[src/rtl/amm_master_pkg.sv]
// Shared types and defaults for the Avalon-MM command initiator.
// The watchdog is compiled in only when AMM_MASTER_TIMEOUT_EN is defined.
package amm_master_pkg;

  localparam int DEF_ADDR_W         = 8;
  localparam int DEF_DATA_W         = 32;
  localparam int DEF_MAX_PENDING    = 4;
  localparam int DEF_TIMEOUT_CYCLES = 1024;

  typedef enum logic [1:0] {
    ST_IDLE  = 2'd0,
    ST_BUSY  = 2'd1,
    ST_FLUSH = 2'd2
  } state_e;

  // The inflight counter must hold the value MAX_PENDING itself.
  function automatic int inflight_width(input int max_pending);
    return $clog2(max_pending + 1);
  endfunction

endpackage

[src/rtl/amm_master_if.sv]
// Command, response and Avalon-MM signal bundle of amm_master.
// The master modport is the initiator's view; slave is the environment's view.
interface amm_master_if
  import amm_master_pkg::*;
#(
  parameter int ADDR_W = DEF_ADDR_W,
  parameter int DATA_W = DEF_DATA_W
);

  logic              cmd_valid_i;
  logic              cmd_ready_o;
  logic              cmd_write_i;
  logic [ADDR_W-1:0] cmd_address_i;
  logic [DATA_W-1:0] cmd_writedata_i;

  logic              rsp_valid_o;
  logic [DATA_W-1:0] rsp_readdata_o;
  logic              rsp_error_o;

  logic [ADDR_W-1:0] amm_address_o;
  logic [DATA_W-1:0] amm_writedata_o;
  logic              amm_read_o;
  logic              amm_write_o;
  logic [DATA_W-1:0] amm_readdata_i;
  logic              amm_readdatavalid_i;
  logic              amm_waitrequest_i;

  modport master (
    input  cmd_valid_i, cmd_write_i, cmd_address_i, cmd_writedata_i,
    output cmd_ready_o,
    output rsp_valid_o, rsp_readdata_o, rsp_error_o,
    output amm_address_o, amm_writedata_o, amm_read_o, amm_write_o,
    input  amm_readdata_i, amm_readdatavalid_i, amm_waitrequest_i
  );

  modport slave (
    output cmd_valid_i, cmd_write_i, cmd_address_i, cmd_writedata_i,
    input  cmd_ready_o,
    input  rsp_valid_o, rsp_readdata_o, rsp_error_o,
    input  amm_address_o, amm_writedata_o, amm_read_o, amm_write_o,
    output amm_readdata_i, amm_readdatavalid_i, amm_waitrequest_i
  );

endinterface

[src/rtl/amm_master_timeout.sv]
// Watchdog counter: counts enabled cycles without bus progress and flags
// the cycle in which the LIMIT-th such cycle is reached.
module amm_master_timeout
  import amm_master_pkg::*;
#(
  parameter int LIMIT = DEF_TIMEOUT_CYCLES
) (
  input  logic clk_i,
  input  logic rst_n_i,
  input  logic enable_i,
  input  logic clear_i,
  output logic expire_o
);

  localparam int            CW   = (LIMIT > 2) ? $clog2(LIMIT) : 1;
  localparam logic [CW-1:0] LAST = CW'(LIMIT - 1);
  localparam logic [CW-1:0] ONE  = CW'(1);

  logic [CW-1:0] count_q;

  assign expire_o = enable_i && !clear_i && (count_q == LAST);

  // NOTE: sequential state is written only with <= so every flop samples pre-edge values.
  always_ff @(posedge clk_i or negedge rst_n_i) begin
    if (!rst_n_i) begin
      count_q <= '0;
    end else if (!enable_i || clear_i) begin
      count_q <= '0;
    end else begin
      count_q <= count_q + ONE;
    end
  end

endmodule

[src/rtl/amm_master.sv]
// Avalon-MM initiator: single-word reads/writes from a command stream with
// bounded pipelined reads; optional watchdog under AMM_MASTER_TIMEOUT_EN.
module amm_master
  import amm_master_pkg::*;
#(
  parameter int ADDR_W         = DEF_ADDR_W,
  parameter int DATA_W         = DEF_DATA_W,
  parameter int MAX_PENDING    = DEF_MAX_PENDING,
  parameter int TIMEOUT_CYCLES = DEF_TIMEOUT_CYCLES
) (
  input logic         clk_i,
  input logic         rst_n_i,
  amm_master_if.master bus
);

  localparam int            IW      = inflight_width(MAX_PENDING);
  localparam logic [IW-1:0] MAX_CNT = IW'(MAX_PENDING);
  localparam logic [IW-1:0] ONE     = IW'(1);

  state_e            state_q;
  logic [ADDR_W-1:0] addr_q;
  logic [DATA_W-1:0] wdata_q;
  logic              read_q;
  logic              write_q;
  logic [IW-1:0]     inflight_q;
  logic [IW-1:0]     inflight_d;
  logic              rsp_valid_q;
  logic [DATA_W-1:0] rsp_data_q;
`ifdef AMM_MASTER_TIMEOUT_EN
  logic              rsp_error_q;
`endif

  logic bus_accept;
  logic cmd_ready;
  logic cmd_accept;
  logic rd_inc;
  logic rd_dec;
  logic timeout_expire;

  // NOTE: every always_comb output gets a default first so no latch can be inferred.
  always_comb begin
    bus_accept = (read_q || write_q) && !bus.amm_waitrequest_i;
    cmd_ready  = (state_q != ST_FLUSH) && !timeout_expire &&
                 (state_q == ST_IDLE || !bus.amm_waitrequest_i) &&
                 (bus.cmd_write_i || (inflight_q < MAX_CNT) || bus.amm_readdatavalid_i);
    cmd_accept = bus.cmd_valid_i && cmd_ready;
    rd_inc     = cmd_accept && !bus.cmd_write_i;
    // Beats with nothing outstanding, or arriving during a flush, are dropped.
    rd_dec     = bus.amm_readdatavalid_i && (inflight_q != '0) && (state_q != ST_FLUSH);

    inflight_d = inflight_q;
    if (rd_inc && !rd_dec) begin
      inflight_d = inflight_q + ONE;
    end else if (!rd_inc && rd_dec) begin
      inflight_d = inflight_q - ONE;
    end
    if (state_q == ST_FLUSH && inflight_q != '0) begin
      inflight_d = inflight_q - ONE;
    end
  end

`ifdef AMM_MASTER_TIMEOUT_EN
  amm_master_timeout #(
    .LIMIT (TIMEOUT_CYCLES)
  ) u_timeout (
    .clk_i    (clk_i),
    .rst_n_i  (rst_n_i),
    .enable_i ((state_q == ST_BUSY || inflight_q != '0) && state_q != ST_FLUSH),
    .clear_i  (bus_accept || bus.amm_readdatavalid_i),
    .expire_o (timeout_expire)
  );
  assign bus.rsp_error_o = rsp_error_q;
`else
  assign timeout_expire  = 1'b0;
  assign bus.rsp_error_o = 1'b0;
`endif

  always_ff @(posedge clk_i or negedge rst_n_i) begin
    if (!rst_n_i) begin
      state_q     <= ST_IDLE;
      addr_q      <= '0;
      wdata_q     <= '0;
      read_q      <= 1'b0;
      write_q     <= 1'b0;
      inflight_q  <= '0;
      rsp_valid_q <= 1'b0;
      rsp_data_q  <= '0;
`ifdef AMM_MASTER_TIMEOUT_EN
      rsp_error_q <= 1'b0;
`endif
    end else begin
      inflight_q  <= inflight_d;
      rsp_valid_q <= rd_dec;
      rsp_data_q  <= rd_dec ? bus.amm_readdata_i : '0;
`ifdef AMM_MASTER_TIMEOUT_EN
      rsp_error_q <= 1'b0;
`endif
      if (timeout_expire) begin
        read_q  <= 1'b0;
        write_q <= 1'b0;
        state_q <= ST_FLUSH;
      end else begin
        unique case (state_q)
          ST_IDLE, ST_BUSY: begin
            // A new command while the current one completes keeps the strobe up.
            if (cmd_accept) begin
              addr_q  <= bus.cmd_address_i;
              wdata_q <= bus.cmd_writedata_i;
              read_q  <= !bus.cmd_write_i;
              write_q <= bus.cmd_write_i;
              state_q <= ST_BUSY;
            end else if (bus_accept) begin
              read_q  <= 1'b0;
              write_q <= 1'b0;
              state_q <= ST_IDLE;
            end
          end
          ST_FLUSH: begin
            if (inflight_q != '0) begin
              rsp_valid_q <= 1'b1;
              rsp_data_q  <= '0;
`ifdef AMM_MASTER_TIMEOUT_EN
              rsp_error_q <= 1'b1;
`endif
            end
            if (inflight_q <= ONE) begin
              state_q <= ST_IDLE;
            end
          end
          default: state_q <= ST_IDLE;
        endcase
      end
    end
  end

  assign bus.cmd_ready_o     = cmd_ready;
  assign bus.amm_address_o   = addr_q;
  assign bus.amm_writedata_o = wdata_q;
  assign bus.amm_read_o      = read_q;
  assign bus.amm_write_o     = write_q;
  assign bus.rsp_valid_o     = rsp_valid_q;
  assign bus.rsp_readdata_o  = rsp_data_q;

endmodule

[src/flat_wrapper.sv]
// flat-port wrapper written by rule: the top's interface ports become plain ports
module amm_master_flat import amm_master_pkg::*;
#(
  parameter int ADDR_W         = DEF_ADDR_W,
  parameter int DATA_W         = DEF_DATA_W,
  parameter int MAX_PENDING    = DEF_MAX_PENDING,
  parameter int TIMEOUT_CYCLES = DEF_TIMEOUT_CYCLES
)
  (clk_i, rst_n_i, bus_cmd_valid_i, bus_cmd_write_i, bus_cmd_address_i, bus_cmd_writedata_i, bus_cmd_ready_o, bus_rsp_valid_o, bus_rsp_readdata_o, bus_rsp_error_o, bus_amm_address_o, bus_amm_writedata_o, bus_amm_read_o, bus_amm_write_o, bus_amm_readdata_i, bus_amm_readdatavalid_i, bus_amm_waitrequest_i);
  amm_master_if #(.ADDR_W(ADDR_W), .DATA_W(DATA_W)) bus_i ();
  input logic clk_i;
  input logic rst_n_i;
  input wire logic [$bits(bus_i.cmd_valid_i)-1:0] bus_cmd_valid_i;
  input wire logic [$bits(bus_i.cmd_write_i)-1:0] bus_cmd_write_i;
  input wire logic [$bits(bus_i.cmd_address_i)-1:0] bus_cmd_address_i;
  input wire logic [$bits(bus_i.cmd_writedata_i)-1:0] bus_cmd_writedata_i;
  output wire logic [$bits(bus_i.cmd_ready_o)-1:0] bus_cmd_ready_o;
  output wire logic [$bits(bus_i.rsp_valid_o)-1:0] bus_rsp_valid_o;
  output wire logic [$bits(bus_i.rsp_readdata_o)-1:0] bus_rsp_readdata_o;
  output wire logic [$bits(bus_i.rsp_error_o)-1:0] bus_rsp_error_o;
  output wire logic [$bits(bus_i.amm_address_o)-1:0] bus_amm_address_o;
  output wire logic [$bits(bus_i.amm_writedata_o)-1:0] bus_amm_writedata_o;
  output wire logic [$bits(bus_i.amm_read_o)-1:0] bus_amm_read_o;
  output wire logic [$bits(bus_i.amm_write_o)-1:0] bus_amm_write_o;
  input wire logic [$bits(bus_i.amm_readdata_i)-1:0] bus_amm_readdata_i;
  input wire logic [$bits(bus_i.amm_readdatavalid_i)-1:0] bus_amm_readdatavalid_i;
  input wire logic [$bits(bus_i.amm_waitrequest_i)-1:0] bus_amm_waitrequest_i;
  assign bus_i.cmd_valid_i = bus_cmd_valid_i;
  assign bus_i.cmd_write_i = bus_cmd_write_i;
  assign bus_i.cmd_address_i = bus_cmd_address_i;
  assign bus_i.cmd_writedata_i = bus_cmd_writedata_i;
  assign bus_cmd_ready_o = bus_i.cmd_ready_o;
  assign bus_rsp_valid_o = bus_i.rsp_valid_o;
  assign bus_rsp_readdata_o = bus_i.rsp_readdata_o;
  assign bus_rsp_error_o = bus_i.rsp_error_o;
  assign bus_amm_address_o = bus_i.amm_address_o;
  assign bus_amm_writedata_o = bus_i.amm_writedata_o;
  assign bus_amm_read_o = bus_i.amm_read_o;
  assign bus_amm_write_o = bus_i.amm_write_o;
  assign bus_i.amm_readdata_i = bus_amm_readdata_i;
  assign bus_i.amm_readdatavalid_i = bus_amm_readdatavalid_i;
  assign bus_i.amm_waitrequest_i = bus_amm_waitrequest_i;
  amm_master #(.ADDR_W(ADDR_W), .DATA_W(DATA_W), .MAX_PENDING(MAX_PENDING), .TIMEOUT_CYCLES(TIMEOUT_CYCLES)) u_core (.clk_i(clk_i), .rst_n_i(rst_n_i), .bus(bus_i));
endmodule
[config.mk]
export PLATFORM = sky130hd
export DESIGN_NAME = amm_master_flat
export DESIGN_NICKNAME = d
export VERILOG_FILES = /design/src/rtl/amm_master_pkg.sv /design/src/rtl/amm_master_if.sv /design/src/rtl/amm_master_timeout.sv /design/src/rtl/amm_master.sv /design/src/flat_wrapper.sv
export SDC_FILE = /design/constraint.sdc
export NUM_CORES = 1
export LEC_CHECK = 0
export CAP_MARGIN = 20
export CELL_PAD_IN_SITES_DETAIL_PLACEMENT = 1
export CELL_PAD_IN_SITES_GLOBAL_PLACEMENT = 2
export CORE_ASPECT_RATIO = 1.25
export CORE_MARGIN = 3
export CORE_UTILIZATION = 25
export CTS_BUF_LIST = sky130_fd_sc_hd__clkbuf_8
export CTS_CLUSTER_DIAMETER = 40
export DETAILED_ROUTE_END_ITERATION = 7
export PLACE_DENSITY = 0.91
export SKIP_LAST_GASP = 1
export SYNTH_ARGS = -nofsm -noshare
export SYNTH_HDL_FRONTEND = slang
export SYNTH_SLANG_ARGS = --single-unit
[constraint.sdc]
create_clock -name clk_i -period 2.8 [get_ports clk_i]
set_input_delay 0.56 -clock clk_i [delete_from_list [all_inputs] [get_ports clk_i]]
set_output_delay 0.56 -clock clk_i [all_outputs]
set_load 0.02 [all_outputs]
==> results of run 1 <==
==> stage by stage <==
step           total power (W)  area, sq um
2_1_floorplan          0.00233         2900
3_3_place_gp           0.00305         4550
3_5_place_dp           0.00311         4550
4_1_cts                0.00401         4750
5_1_grt                0.00417         4750
6_report               0.00392         4750
==> area by class of cell <==
| type | count | area [sq um] | area share (%) |
|---|---|---|---|
| Clock buffer | 9 | 124 | 2.61 |
| Multi-Input combinational cell | 93 | 835 | 17.6 |
| Tap cell | 135 | 169 | 3.56 |
| Sequential cell | 79 | 1980 | 41.6 |
| Timing Repair Buffer | 157 | 1560 | 32.8 |
| Clock inverter | 5 | 75.1 | 1.58 |
| Inverter | 3 | 11.3 | 0.237 |
==> worst paths after layout <==
path / start / end / slack [ns]
min in group clk_i: u_core.inflight_q[2]$_DFFE_PN0P_ / u_core.inflight_q[2]$_DFFE_PN0P_ / 0.51
max reg2reg: u_core.inflight_q[0]$_DFFE_PN0P_ / u_core.inflight_q[2]$_DFFE_PN0P_ / 0.83
min: rst_n_i / u_core.bus.amm_address_o[6]$_DFFE_PN0N_ / 0.20
max: bus_cmd_write_i / bus_cmd_ready_o / 0.27
max in group asynchronous: rst_n_i / u_core.bus.rsp_readdata_o[30]$_DFF_PN0_ / 1.91
min reg2reg: u_core.inflight_q[2]$_DFFE_PN0P_ / u_core.inflight_q[2]$_DFFE_PN0P_ / 0.51
==> synthesized netlist by cell type <==
library cell,instances,area [sq um]
a21oi_1,1,5.00
buf_4,1,7.51
o31a_2,1,10.0
and2_1,32,200
nand2_1,4,15.0
ha_1,1,12.5
conb_1,1,3.75
clkbuf_8,4,55.1
nor3b_2,1,12.5
nor2_1,3,11.3
dfrtp_1,79,1980
mux2i_1,2,20.0
xor2_1,2,17.5
xnor2_1,1,8.76
fa_1,1,20.0
clkbuf_1,3,11.3
mux2_2,38,428
o21ai_0,1,5.00
nand3b_4,1,20.0
mux2_4,3,45.0
inv_1,3,11.3
==> worst max-delay path, stage by stage <==
cell	delay (ns)
clkdlybuf4s50_1	0.54
nor3b_2	0.08
a21oi_1	0.13
clkdlybuf4s50_1	0.66
==> sequential cells by signal, indices dropped and copies added, names as in the netlist <==
register / cells
u_core.bus.amm_address_o: 8
u_core.bus.amm_read_o: 1
u_core.bus.amm_write_o: 1
u_core.bus.amm_writedata_o: 32
u_core.bus.rsp_readdata_o: 32
u_core.bus.rsp_valid_o: 1
u_core.inflight_q: 3
u_core.state_q: 1
==> per-layer routing <==
layer  vias up  global-route usage (%)
met3        12                    4.62
met5         -                       0
met1       982                    12.4
met2       106                    21.1
li1        914                       -
met4         0                    5.56
==> cells by family (layout without fill, tap and decap cells) <==
| family | count (synthesis) | after routing | synth area share [%] |
|---|---|---|---|
| buffers and inverters | 11 | 174 | 2.94 |
| multiplexers | 43 | 43 | 17.0 |
| AND/OR/NAND/NOR | 41 | 41 | 8.94 |
| XOR/XNOR | 3 | 3 | 0.907 |
| flip-flops | 79 | 79 | 68.3 |
| adder cells (fa/ha/maj) | 2 | 2 | 1.12 |
| other | 1 | 1 | 0.129 |
| AO/OA/AOI/OAI | 3 | 3 | 0.691 |
==> power groups by stage <==
stage	combinational (W)	clock [W]	sequential, W
2_1_floorplan	0.000410	0	0.00192
3_3_place_gp	0.00147	0	0.00158
3_5_place_dp	0.00150	0	0.00160
4_1_cts	0.00151	0.000920	0.00158
5_1_grt	0.00159	0.000971	0.00161
6_report	0.00148	0.000869	0.00157
==> flow_summary.json, run 1 <==
{
  "path_class": "in2out",
  "first_global_vias": 2354,
  "clockBufferDepth": 2,
  "holdCritPathClass": "in2async",
  "clock-sinks": 79,
  "insertedDiodeCount": 0,
  "antenna_left": 0,
  "antenna_found_initial": 0,
  "synthesis.area_sq_mm": 0.00290,
  "p_int_w": 0.00272,
  "skew_ns": 0.00706,
  "grt_max_degree": 44,
  "cp-end-kind": "primary output",
  "stdcell_count": 481,
  "dr.pass1.iters": 2,
  "dieArea_sq_mm": 0.0129,
  "die_w_um": 102,
  "fin_crit_sh_pct": 90.4,
  "start_util_pct": 25.9,
  "cp_data_arrival_time_ns": 1.97,
  "nNetsFinal": 423,
  "mostFrequentLayoutCells": "clkdlybuf4s50_1 (152), dfrtp_1 (79), mux2_2 (38)",
  "n_fill_cell": 1194,
  "drc": 0,
  "synth_seq_cells": 79,
  "hold_viol_final": 0,
  "holdWs_ns": 0.198,
  "synthToLayoutAreaGrowth_pct": 64.0,
  "maxSlewHeadroom_pct": 61.3,
  "p_sw_share_pct": 30.5,
  "ys_warn_count": 0,
  "required_ns": 2.24,
  "clock_latency_ns": 0.34,
  "tns_ns": 0,
  "ios": 155,
  "worstMarginPinSlew_ns": 0.581,
  "power.share.sequential_pct": 40.2,
  "cts_tree": "done",
  "p_per_area_mw_per_mm2": 825,
  "dpl.hpwl_mm": 5.75,
  "leakage_nw": 2.04,
  "drt_wl_total_mm": 7.40,
  "path_clk_slew_ns": 0.07,
  "vias_per_cell": 4.19,
  "yosysUniqueCellTypes": 21,
  "drv_slew": 0,
  "overflow": 0,
  "wl_per_cell_um": 15.4,
  "cts_root_buf": "clkbuf_8",
  "ctsHoldBuffers": 0,
  "via_count": 2014,
  "dp_cells": 467,
  "fin_util_pct": 42.4,
  "combPwrFrac_pct": 37.7,
  "cts_resized": 0,
  "avgSynthCellArea_sq_um": 15.8,
  "numCtsBuffers": 9,
  "rows": 43,
  "mostFrequentLayoutCell": "clkdlybuf4s50_1",
  "wl_met2_mm": 3.76,
  "grt_pass1_wl_mm": 11.9,
  "ir_worst_vdd_mv": 0.279,
  "fin_crit_ns": 2.53,
  "cp-start-kind": "input pin",
  "fmax_mhz": 395,
  "wl_met3_um": 818,
  "clkPwrFrac_pct": 22.2,
  "cts_htree_levels": 3,
  "cp_max_fo": 4,
  "drt-met1-wl_mm": 2.70,
  "maxCapViolations": 0,
  "drive_gt1_share_pct": 18.2,
  "top_layer": "met4",
  "p_sw_w": 0.00120,
  "fp.dieH_um": 126,
  "gp_congestion": 0.684,
  "yosysSeqAreaShare_pct": 68.3,
  "rr_worst_depth": 8,
  "outcome": "complete, no violations",
  "pre_cts_slack_ns": 0.197,
  "drt_iter0_markers": 16,
  "cts_setup_buffers": 0,
  "rsz0062_at_grt": "false",
  "synthCells": 183,
  "finalSetupViolCount": 0,
  "core_sq_mm": 0.0112,
  "grt_use_total_pct": 12.0,
  "io_buffers": 153,
  "fin_ws_ns": 0.270,
  "synth_fp_nets": 263
}
(Power assumes the default switching activity.)
==> run 2, diff against run 1 <==
--- a/config.mk
+++ b/config.mk
@@ -16,6 +16,7 @@
 export DETAILED_ROUTE_END_ITERATION = 7
 export PLACE_DENSITY = 0.91
 export SKIP_LAST_GASP = 1
+export SLEW_MARGIN = 20
 export SYNTH_ARGS = -nofsm -noshare
 export SYNTH_HDL_FRONTEND = slang
 export SYNTH_SLANG_ARGS = --single-unit
==> results of run 2 <==
No change in the layout: final DEF, timing and power equal those of run 1.
